### src/rtl/vga_pkg.sv
// Shared VGA 640x480@60 timing constants, counter width, decoder FSM encoding
// and the saturating counter helper.
package vga_pkg;

  localparam int H_TOTAL  = 800;
  localparam int H_ACTIVE = 640;
  localparam int H_SYNC   = 96;
  localparam int V_TOTAL  = 525;
  localparam int V_ACTIVE = 480;
  localparam int V_SYNC   = 2;

  localparam int CW = 10;
  localparam logic [CW-1:0] CNT_MAX = '1;

  typedef enum logic [1:0] {
    ST_SEARCH  = 2'd0,
    ST_MEASURE = 2'd1,
    ST_LOCKED  = 2'd2
  } state_t;

  function automatic logic [CW-1:0] sat_inc(input logic [CW-1:0] v);
    return (v == CNT_MAX) ? v : v + CW'(1);
  endfunction

endpackage

### src/rtl/vga_bbox.sv
// Per-frame bounding box of ball pixels; publishes the box centre at each
// frame boundary and forgets the partial box when told to clear.
module vga_bbox
  import vga_pkg::*;
(
  input  logic          clk,
  input  logic          rst_n,
  input  logic          pix_vld,
  input  logic [CW-1:0] x,
  input  logic [CW-1:0] y,
  input  logic          frame_done,
  input  logic          clear,
  output logic          found,
  output logic [CW-1:0] cx,
  output logic [CW-1:0] cy
);

  logic [CW-1:0] minx_q, maxx_q, miny_q, maxy_q;
  logic [CW-1:0] minx_d, maxx_d, miny_d, maxy_d;
  logic          seen_q, seen_d;
  logic          found_q;
  logic [CW-1:0] cx_q, cy_q;
  logic [CW:0]   sumx, sumy;

  // Fold the current pixel in before publishing, so a pixel on the boundary
  // cycle is not lost.
  always_comb begin
    minx_d = (pix_vld && (x < minx_q)) ? x : minx_q;
    maxx_d = (pix_vld && (x > maxx_q)) ? x : maxx_q;
    miny_d = (pix_vld && (y < miny_q)) ? y : miny_q;
    maxy_d = (pix_vld && (y > maxy_q)) ? y : maxy_q;
    seen_d = seen_q | pix_vld;
    sumx   = {1'b0, minx_d} + {1'b0, maxx_d};
    sumy   = {1'b0, miny_d} + {1'b0, maxy_d};
  end

  always_ff @(posedge clk or negedge rst_n) begin
    if (!rst_n) begin
      minx_q  <= CNT_MAX;
      maxx_q  <= '0;
      miny_q  <= CNT_MAX;
      maxy_q  <= '0;
      seen_q  <= 1'b0;
      found_q <= 1'b0;
      cx_q    <= '0;
      cy_q    <= '0;
    end else if (clear || frame_done) begin
      minx_q <= CNT_MAX;
      maxx_q <= '0;
      miny_q <= CNT_MAX;
      maxy_q <= '0;
      seen_q <= 1'b0;
      if (clear) begin
        found_q <= 1'b0;
      end else begin
        found_q <= seen_d;
        if (seen_d) begin
          cx_q <= sumx[CW:1];
          cy_q <= sumy[CW:1];
        end
      end
    end else begin
      minx_q <= minx_d;
      maxx_q <= maxx_d;
      miny_q <= miny_d;
      maxy_q <= maxy_d;
      seen_q <= seen_d;
    end
  end

  assign found = found_q;
  assign cx    = cx_q;
  assign cy    = cy_q;

endmodule

### src/rtl/vga_sync_decoder.sv
// Recovers pixel coordinates and timing lock from a VGA sync/blank stream and
// locates a pure-blue ball in each locked frame.
module vga_sync_decoder
  import vga_pkg::*;
#(
  parameter int H_TOT = H_TOTAL,
  parameter int V_TOT = V_TOTAL
) (
  input  logic          clk,
  input  logic          rst_n,
  input  logic          hs_n,
  input  logic          vs_n,
  input  logic          blank_n,
  input  logic          r,
  input  logic          g,
  input  logic          b,
  output logic [CW-1:0] x,
  output logic [CW-1:0] y,
  output logic          active,
  output logic          locked,
  output logic          frame_done,
  output logic [CW-1:0] h_total,
  output logic [CW-1:0] v_total,
  output logic          ball_found,
  output logic [CW-1:0] ball_x,
  output logic [CW-1:0] ball_y,
  output logic          err_timing
);

  localparam logic [CW-1:0] H_TOT_C = CW'(H_TOT);
  localparam logic [CW-1:0] V_TOT_C = CW'(V_TOT);

  logic          hs_q, vs_q, blank_q, r_q, g_q, b_q;
  logic          hs_fall, vs_fall, blank_rise, blank_fall;
  logic [CW-1:0] hcnt_q, hcnt_d, lcnt_q, lcnt_d;
  logic [CW-1:0] xcnt_q, xcnt_d, ycnt_q, ycnt_d;
  logic [CW-1:0] htot_q, htot_d, vtot_q, vtot_d;
  logic [CW-1:0] x_q, x_d, y_q, y_d;
  state_t        state_q, state_d;
  logic          meas_q, meas_d;
  logic          err_q, err_d;
  logic          fdone_q, fdone_d;
  logic          totals_ok, h_bad, v_bad, lock_loss, ball_pix;

  assign hs_fall    = hs_q & ~hs_n;
  assign vs_fall    = vs_q & ~vs_n;
  assign blank_rise = ~blank_q & blank_n;
  assign blank_fall = blank_q & ~blank_n;

  always_comb begin
    hcnt_d = hs_fall ? '0 : sat_inc(hcnt_q);
    htot_d = hs_fall ? sat_inc(hcnt_q) : htot_q;

    // A vsync edge wins over a coincident hsync edge; that hsync edge still
    // closes the last line of the frame, so it is counted into v_total.
    if (vs_fall)      lcnt_d = '0;
    else if (hs_fall) lcnt_d = sat_inc(lcnt_q);
    else              lcnt_d = lcnt_q;
    if (vs_fall)      vtot_d = hs_fall ? sat_inc(lcnt_q) : lcnt_q;
    else              vtot_d = vtot_q;

    if (blank_rise)   xcnt_d = '0;
    else if (blank_n) xcnt_d = sat_inc(xcnt_q);
    else              xcnt_d = xcnt_q;

    if (vs_fall)         ycnt_d = '0;
    else if (blank_fall) ycnt_d = sat_inc(ycnt_q);
    else                 ycnt_d = ycnt_q;
  end

  assign totals_ok = (htot_d == H_TOT_C) && (vtot_d == V_TOT_C);
  assign h_bad     = hs_fall && (htot_d != H_TOT_C);
  assign v_bad     = vs_fall && (vtot_d != V_TOT_C);

  always_comb begin
    state_d = state_q;
    meas_d  = meas_q;
    err_d   = err_q;
    fdone_d = 1'b0;
    unique case (state_q)
      ST_SEARCH: begin
        if (vs_fall) begin
          state_d = ST_MEASURE;
          meas_d  = 1'b0;
        end
      end
      ST_MEASURE: begin
        if (vs_fall) begin
          if (!totals_ok)  state_d = ST_SEARCH;
          else if (meas_q) state_d = ST_LOCKED;
          else             meas_d  = 1'b1;
        end
      end
      ST_LOCKED: begin
        if (h_bad || v_bad) begin
          err_d   = 1'b1;
          state_d = ST_SEARCH;
        end else if (vs_fall) begin
          fdone_d = 1'b1;
        end
      end
      default: state_d = ST_SEARCH;
    endcase
  end

  assign lock_loss = (state_q == ST_LOCKED) && (state_d != ST_LOCKED);

  // Published coordinates only move on cycles that will be presented as active.
  assign x_d = (blank_n && (state_d == ST_LOCKED)) ? xcnt_d : x_q;
  assign y_d = (blank_n && (state_d == ST_LOCKED)) ? ycnt_d : y_q;

  // Input register stage and all timing state.
  always_ff @(posedge clk or negedge rst_n) begin
    if (!rst_n) begin
      hs_q    <= 1'b1;
      vs_q    <= 1'b1;
      blank_q <= 1'b0;
      r_q     <= 1'b0;
      g_q     <= 1'b0;
      b_q     <= 1'b0;
      hcnt_q  <= '0;
      lcnt_q  <= '0;
      xcnt_q  <= '0;
      ycnt_q  <= '0;
      htot_q  <= '0;
      vtot_q  <= '0;
      x_q     <= '0;
      y_q     <= '0;
      state_q <= ST_SEARCH;
      meas_q  <= 1'b0;
      err_q   <= 1'b0;
      fdone_q <= 1'b0;
    end else begin
      hs_q    <= hs_n;
      vs_q    <= vs_n;
      blank_q <= blank_n;
      r_q     <= r;
      g_q     <= g;
      b_q     <= b;
      hcnt_q  <= hcnt_d;
      lcnt_q  <= lcnt_d;
      xcnt_q  <= xcnt_d;
      ycnt_q  <= ycnt_d;
      htot_q  <= htot_d;
      vtot_q  <= vtot_d;
      x_q     <= x_d;
      y_q     <= y_d;
      state_q <= state_d;
      meas_q  <= meas_d;
      err_q   <= err_d;
      fdone_q <= fdone_d;
    end
  end

  assign locked     = (state_q == ST_LOCKED);
  assign active     = blank_q & locked;
  assign ball_pix   = active & b_q & ~r_q & ~g_q;
  assign x          = x_q;
  assign y          = y_q;
  assign frame_done = fdone_q;
  assign h_total    = htot_q;
  assign v_total    = vtot_q;
  assign err_timing = err_q;

  // The box centre is published on the same edge that raises frame_done.
  vga_bbox u_bbox (
    .clk       (clk),
    .rst_n     (rst_n),
    .pix_vld   (ball_pix),
    .x         (x_q),
    .y         (y_q),
    .frame_done(fdone_d),
    .clear     (lock_loss),
    .found     (ball_found),
    .cx        (ball_x),
    .cy        (ball_y)
  );

endmodule

### config.mk
export PLATFORM = sky130hd
export DESIGN_NAME = vga_sync_decoder
export DESIGN_NICKNAME = d
export VERILOG_FILES = /design/src/rtl/vga_pkg.sv /design/src/rtl/vga_bbox.sv /design/src/rtl/vga_sync_decoder.sv
export SDC_FILE = /design/constraint.sdc
export NUM_CORES = 1
export LEC_CHECK = 0
export CORE_ASPECT_RATIO = 1.75
export CORE_MARGIN = 4
export CORE_UTILIZATION = 59
export DETAILED_ROUTE_END_ITERATION = 8
export GPL_ROUTABILITY_DRIVEN = 0
export GPL_TIMING_DRIVEN = 0
export PLACE_DENSITY_LB_ADDON = 0.08
export SETUP_SLACK_MARGIN = 0.3
export SLEW_MARGIN = 10
export SYNTH_ARGS = -nofsm -noshare
export SYNTH_HDL_FRONTEND = slang
export SYNTH_SLANG_ARGS = --single-unit
### constraint.sdc
create_clock -name clk -period 6.8 [get_ports clk]
set_clock_uncertainty 0.05 [all_clocks]
set_input_delay 1.36 -clock clk [delete_from_list [all_inputs] [get_ports clk]]
set_output_delay 1.36 -clock clk [all_outputs]
set_load 0.005 [all_outputs]
Word level (Yosys, flattened, before mapping)
Index checks and enable logic that the tools add are counted.
{"block": "op_classes", "addsub": 6, "n_lt_le_gt_ge": 4, "n_eq_ne": 15, "mux": 36, "bitwise_logic": 16, "n_reduce_logical": 16}
{"cell": "$mux W10", "n": 21}
{"cell": "$eq A10 B10 Y1 const B", "n": 6}
{"cell": "$add A10 B1 Y10 const B", "n": 4}
{"cell": "$add A10 B10 Y11", "n": 2}
{"cell": "$gt A10 B10 Y1", "n": 2}
{"cell": "$lt A10 B10 Y1", "n": 2}
{"cell": "$ne A10 B10 Y1 const B", "n": 2}
{"cell": "$mux W2", "n": 5}
{"cell": "$logic_and A1 B1 Y1", "n": 9}
{"cell": "$and A1 B1 Y1", "n": 8}
{"cell": "$mux W1", "n": 8}
{"cell": "$ne A2 B2 Y1 const B", "n": 4}
{"cell": "$not A1 Y1", "n": 7}
{"cell": "$pmux W2 S3", "n": 1}
{"cell": "$eq A2 B2 Y1 const B", "n": 2}
{"cell": "$reduce_and A4 Y1", "n": 1}
{"cell": "$reduce_and A3 Y1", "n": 1}
{"cell": "$eq A2 B1 Y1 const B", "n": 1}
{"cell": "$logic_not A2 Y1", "n": 1}
{"cell": "$logic_or A1 B1 Y1", "n": 2}
{"cell": "$pmux W1 S2", "n": 1}
{"cell": "$reduce_and A2 Y1", "n": 1}
{"cell": "$reduce_bool A2 Y1", "n": 1}
{"cell": "$or A1 B1 Y1", "n": 1}
{"block": "word_totals", "ff_bits": 153, "out_inout_bits": 65}

Logic depth before layout (Yosys ltp)
Gate-level depths: netlist of run 1.
{"block": "depth", "word_depth": 13, "ltp_mapped": 19}

Modules after synthesis
A second synthesis of run 1 with hierarchy kept.
{"block": "hier_totals", "hier_cells": 877, "hier_area_um2": 8627.0}
{"module": "vga_bbox", "instances": 1, "cells_each": 479, "area_each_um2": 4319.1, "seq_area_each_um2": 1576.5}
{"module": "vga_sync_decoder", "instances": 1, "cells_each": 398, "area_each_um2": 4307.9, "seq_area_each_um2": 2279.7}

Worst setup path after synthesis of run 1
Ideal clock, no wire load.
{"block": "synth_timing", "path_type": "flip-flop to flip-flop", "start": "register x_q[9] (netlist: x[9])", "end": "register u_bbox.cx_q[9] (netlist: u_bbox.cx[9])", "arrival_time_ns": 3.819, "t_required_ns": 6.622, "path_slack_ns": 2.804, "stages_incl_launch_ff": 18, "path_buffers": 1, "synth_period_minus_slack_ns": 3.996, "cell_sequence": "dfrtp_1 ha_1 and4_1 and4_1 a41o_1 nor2_1 clkbuf_1 o21ai_0 fa_1 a21o_1 a21oi_1 o21bai_1 a21oi_1 nor2b_1 o21ai_0 nand2b_1 a31oi_1 o21ai_0"}
{"block": "synth_via", "elab_chain_len": 4, "elab_cells_between_ends": 7, "cone_classes": "add/sub: 1; order compare: 2; mux: 2; reduce/logical: 2"}
{"item": "from (decl)", "line": "vga_sync_decoder.sv:38", "rtl": "logic [CW-1:0] x_q, x_d, y_q, y_d;"}
{"item": "from (signal assigned)", "line": "vga_sync_decoder.sv:127", "rtl": "x_q <= '0;"}
{"item": "from (signal assigned)", "line": "vga_sync_decoder.sv:146", "rtl": "x_q <= x_d;"}
{"item": "$lt A10 B10 Y1 / $gt A10 B10 Y1 (equally long branches)", "line": "vga_bbox.sv:28, vga_bbox.sv:29"}
{"item": "$logic_and A1 B1 Y1, on equally long branches", "line": "vga_bbox.sv:28, vga_bbox.sv:29"}
{"item": "$mux W10, on equally long branches", "line": "vga_bbox.sv:28, vga_bbox.sv:29"}
{"item": "$add A10 B10 Y11 (*)", "line": "vga_bbox.sv:33", "rtl": "sumx = {1'b0, minx_d} + {1'b0, maxx_d};"}
{"item": "to (signal assigned)", "line": "vga_bbox.sv:58", "rtl": "cx_q <= sumx[CW:1];"}
{"item": "to (decl)", "line": "vga_bbox.sv:22", "rtl": "logic [CW-1:0] cx_q, cy_q;"}
Every way passes the cells marked *; elsewhere a longest branch is shown, timed or not.
A chain may end at the register's enable or synchronous reset.

Worst setup path after layout of run 1
Same ends and word-level chain as after synthesis.

==> results.cfg, run 1 <==
[place]
io_buffers = 72
post_dp_cell_area_mm2 = 0.00959
post-place-ws_ps = 1920
post-dp-hpwl_um = 15300

[timing]
finalHoldViolations = 0
max_slew_margin_pct = 41.4
setup_viol = 0
period_share_pct = 71.6
setup_ws_ps = 1930
rsz0062_at_grt = no
timing.final.crit_period_ps = 4870
fmax_mhz = 205
worst_pin_slew_ps = 857
maxSlewViolCount = 0

[clock_tree]
cts_buffers = 17
path_clk_slew_ps = 70
cts_root_buf = clkbuf_16
hold_buffers = 0
cts.sinks = 153
cts_buffer_depth = 2
tritoncts = yes
postCtsSetupBuffers = 0
clk_latency_ps = 430
post_cts_resize_count = 0
htree_levels = 4

[global_routing]
antenna_found_initial = 0
grt_usage_pct = 25.4
grt_max_degree = 97
grt_pass1_vias = 7198
grt_overflow = 0
grt_pass1_wl_um = 34000

[synthesis]
synthCells = 838
synth.avg_cell_area_um2 = 10.3
syn_nets = 908
ys_warn_count = 0
syn_area_mm2 = 0.00861
ys_top_cells_by_count = dfrtp_1, nand2_1, nor2_1, ha_1, o21ai_0
yosys-top-cells-area = dfrtp_1, ha_1, dfstp_2
synth.largest_area_cell = dfrtp_1
synth_top_area_share_pct = 38.1
ys_types = 78
synth_seq_area_share_pct = 44.8
synth_edf_count = 0
synthFlopType = dfrtp_1
yosysMostFrequentCell = dfrtp_1
ys_ff_latch = 153
async_flop_share_pct = 100

[layout]
design_area_mm2 = 0.0102
antennaDiodeCount = 0
layout.nets = 1000
area_growth_pct = 18.0
post-route-util_pct = 70.7
post_route_cells_drive_above_1_share_pct = 14.7

[worst_setup_path]
worstPathMaxFanout = 10
rr_endpoint = u_bbox.cx[9]$_DFFE_PN0P_
path_class = reg2reg
startpoint_type = flip-flop
rrSetupSlack_ps = 1930
crit_path_end_kind = flip-flop
worstReg2RegStart = x[9]$_DFFE_PN0P_
ff2ff_path_depth = 17
required_ps = 7050
critical_path_arrival_ps = 5120

[route]
routedWlPerCell_um = 17.8
drt_pre_antenna_iters = 5
post_drt_via_cell_ratio = 5.86
wirelength_um = 20000
vias = 6584
drt_iter0_drc = 262
antenna_left = 0
drcViolationCount = 0

[power_and_ir_drop]
powerDensity_mw_per_mm2 = 204
leakagePower_nw = 4.77
ir_drop_uv = 184

[outcome]
status = finished clean

[min_path]
hp-class = reg2reg
hold_path.startpoint = u_bbox.cx[4]$_DFFE_PN0P_
min_to = u_bbox.cx[4]$_DFFE_PN0P_
worstHoldPathCells = 2

[floorplan]
dieArea_mm2 = 0.0167
row_count = 58
die_h_um = 168
initial_core_util_pct = 59.9
pin_count = 73
die_x_um = 99.3
core_region_area_mm2 = 0.0144

[run]
maxCapViolCount = 0
## report_power, final
group,internal (mW),switching (mW),total [mW],leakage (nW)
combinational,0.0740,0.0908,0.165,2.49
clock,0.511,0.399,0.910,0.274
sequential,0.950,0.0430,0.993,2.00
## worst max-delay path by stage
stage | start | endpoint | slack [ps] | cells past startpoint
global placement | rst_n | u_bbox.maxy_q[6]$_DFF_PN0_ | -1590 | 1
floorplan | x[9]$_DFFE_PN0P_ | u_bbox.cx[9]$_DFFE_PN0P_ | 2800 | 17
CTS | x[9]$_DFFE_PN0P_ | u_bbox.cx[9]$_DFFE_PN0P_ | 1990 | 17
finish | x[9]$_DFFE_PN0P_ | u_bbox.cx[9]$_DFFE_PN0P_ | 1930 | 17
detailed placement | hs_n | x[4]$_DFFE_PN0P_ | 1920 | 11
global route | x[9]$_DFFE_PN0P_ | u_bbox.cx[7]$_DFFE_PN0P_ | 1540 | 17
## final cells by class
type	count	area (µm²)
well taps	180	225
clock inverters	15	143
flip-flops and latches	153	3860
repair buffers	73	753
fillers	1109	4210
plain buffers	26	126
multi-input cells	604	4420
inverters	55	206
clock buffers	17	425
## kinds of logic (layout without fill, tap and decap cells)
family,after synthesis,in the layout,share of synthesized area [%]
xor+xnor,30,30,3.05
flops,153,153,44.8
simple gates,284,284,17.5
mux,65,65,9.20
fa+ha+maj,62,62,9.18
compound gates,163,163,12.4
buf+inv,81,186,3.87
## layout by cell type (no fill, tap or decap), types with 12 or more instances in the layout
cell	netlist	final
mux2_2	33	33
nand2_1	75	75
a21oi_1	30	30
clkdlybuf4s50_1	0	71
nand4_1	14	14
and2_1	20	20
ha_1	60	60
xnor2_1	14	14
xor2_1	16	16
mux2_4	20	20
clkbuf_1	13	13
o21ai_0	58	58
nor3_1	13	13
dfstp_2	22	22
inv_1	55	55
clkbuf_16	0	17
nand3_1	14	14
nor2_1	69	69
nand2b_1	24	24
mux2i_1	12	12
dfrtp_1	131	131
## metal layers
metal	wire, µm	GRT usage, %	vias to the layer above	part of all wire, %
met1	7620	27.3	3221	38
met2	11000	47.2	156	55
li1	-	-	3157	-
met3	641	4.85	50	3.2
met5	0	0	-	0
met4	718	11.3	0	3.6
## critical path, cell delays in order (launching register included)
cell,delay [ps]
dfrtp_1,440
ha_1,360
and4_1,250
and4_1,240
a41o_1,250
nor2_1,540
clkbuf_1,400
o21ai_0,260
fa_1,500
a21o_1,190
a21oi_1,230
o21bai_1,90
a21oi_1,270
nor2b_1,80
o21ai_0,190
nand2b_1,130
a31oi_1,190
o21ai_0,100
## stage by stage
| step | total power, mW | TNS, ps | hold slack [ps] | cells |
|---|---|---|---|---|
| 2_1_floorplan | 1.09 | 0 | 408 | 838 |
| 3_3_place_gp | 1.16 | -206490 | 419 | 1090 |
| 3_5_place_dp | 1.18 | 0 | 422 | 1091 |
| 4_1_cts | 2.09 | 0 | 442 | 1123 |
| 5_1_grt | 2.15 | 0 | 469 | 1123 |
| 6_report | 2.07 | 0 | 439 | 1123 |
Power figures use the tool's default switching activity.
==> run 2, diff against run 1 <==
clock period = 4.7 ns   (was 6.8 ns; I/O delays follow)
==> run 2 against run 1 <==
Against the previous run: combinational power increased by 45%; first-iteration DRC count increased by 17%; clock power increased by 45%; largest cell class unchanged; largest power group unchanged.
==> results.cfg, run 2 (synthesis results as in run 1) <==
[clock_tree]
cts_buffer_depth = 2
cts.sinks = 153
path_clk_slew_ps = 70
cts_buffers = 17
clk_latency_ps = 430
hold_buffers = 0
htree_levels = 4
cts_root_buf = clkbuf_16
tritoncts = yes

[timing]
whs_ps = 371
setup_ws_ps = 388
finalHoldViolations = 0
rsz0062_at_grt = no
setup_viol = 0
maxSlewViolCount = 0
setup_tns_ps = 0
max_slew_margin_pct = 59.0
worst_pin_slew_ps = 608
period_share_pct = 91.7
fmax_mhz = 232
timing.final.crit_period_ps = 4310

[worst_setup_path]
startpoint_type = flip-flop
rrSetupSlack_ps = 390
ff2ff_path_depth = 18
crit_start = u_bbox.minx_q[3]$_DFF_PN1_
critical_path_arrival_ps = 4560
worstPathMaxFanout = 10
crit_path_end_kind = flip-flop
worstReg2RegStart = u_bbox.minx_q[3]$_DFF_PN1_
path_class = reg2reg
required_ps = 4940
rr_endpoint = u_bbox.cx[9]$_DFFE_PN0P_

[global_routing]
antenna_found_initial = 0
grt_usage_pct = 25.6
grt_pass1_wl_um = 34200
grt_max_degree = 97
grt_pass1_vias = 7215
grt_overflow = 0

[layout]
area_growth_pct = 19.6
post-route-util_pct = 71.7
layout.nets = 1006
post_route_cells_drive_above_1_share_pct = 16.9
antennaDiodeCount = 0
final_common_cell = dfrtp_1
final_cell_mix = dfrtp_1, nand2_1, clkdlybuf4s50_1, nor2_1, ha_1
fillers = 1084

[power_and_ir_drop]
leakagePower_nw = 4.84
powerDensity_mw_per_mm2 = 291
power.total_mw = 2.99
ir_drop_uv = 263

[place]
post-place-ws_ps = -72.4
io_buffers = 72
post-dp-hpwl_um = 15300

[floorplan]
initial_core_util_pct = 59.9
core_region_area_mm2 = 0.0144
dieArea_mm2 = 0.0167
pin_count = 73
row_count = 58
die_x_um = 99.3
die_h_um = 168

[route]
drt_iter0_drc = 307
post_drt_via_cell_ratio = 5.92
drcViolationCount = 0
wirelength_um = 20200
drt_pre_antenna_iters = 5
vias = 6686
routedWlPerCell_um = 17.9
antenna_left = 0

[min_path]
hp-class = in2async

[run]
maxCapViolCount = 0

[outcome]
status = finished clean
-- run 2: power by group --
part	internal [mW]	switching (mW)	total, mW
Clock	0.740	0.579	1.32
Combinational	0.107	0.132	0.239
Sequential	1.37	0.0623	1.44
Total	2.22	0.773	2.99
-- run 2: how the worst max path moves through the flow --
stage | slack, ps | end
6_report | 390 | u_bbox.cx[9]$_DFFE_PN0P_
5_1_grt | 280 | u_bbox.cx[9]$_DFFE_PN0P_
4_1_cts | 310 | u_bbox.cy[7]$_DFFE_PN0P_
3_5_place_dp | -70 | u_bbox.cx[9]$_DFFE_PN0P_
3_3_place_gp | -3270 | u_bbox.maxy_q[6]$_DFF_PN0_
2_1_floorplan | 700 | u_bbox.cx[9]$_DFFE_PN0P_
-- run 2: area by class of cell --
| class | count | area, µm² | share of cell area, % |
|---|---|---|---|
| inverters | 55 | 206 | 2.00 |
| flip-flops and latches | 153 | 3860 | 37.4 |
| multi-input cells | 604 | 4510 | 43.8 |
| clock inverters | 15 | 143 | 1.38 |
| plain buffers | 26 | 136 | 1.32 |
| well taps | 180 | 225 | 2.19 |
| clock buffers | 17 | 425 | 4.13 |
| repair buffers | 79 | 798 | 7.75 |
-- run 2: repair_timing --
action	in CTS	in global routing
setup buffers	0	6
pin swaps	0	6
resized for setup	12	18
endpoints found under the setup margin	10	9
endpoints found under the hold margin	0	0
gates cloned	0	0
-- run 2: through the flow --
stage | std cells | instance area [µm²]
5_1_grt | 1129 | 10300
2_1_floorplan | 838 | 8610
3_5_place_dp | 1091 | 9590
3_3_place_gp | 1090 | 9560
6_report | 1129 | 10300
4_1_cts | 1123 | 10200
-- run 2: worst max-delay path: stages (launching register included) --
cell      delay, ps
dfstp_2         520
inv_1            40
ha_1            290
a211o_1         280
a21oi_1         130
a221oi_1        120
or4_1           500
buf_4           210
mux2_2          320
fa_1            430
a21o_1          200
a21oi_2         180
o21bai_1         90
a21oi_2         190
nor2b_1          70
o21ai_1         150
nand2b_1        120
a31oi_1         190
o21ai_0         100
-- run 2: routing by layer --
metal  vias to the layer above  share of wire [%]  global-route usage (%)
met5                         -                  0                       0
met4                         0                4.3                    11.7
met3                        60                3.5                    4.93
met2                       180                 55                    47.7
met1                      3267                 38                    27.4
li1                       3179                  -                       -
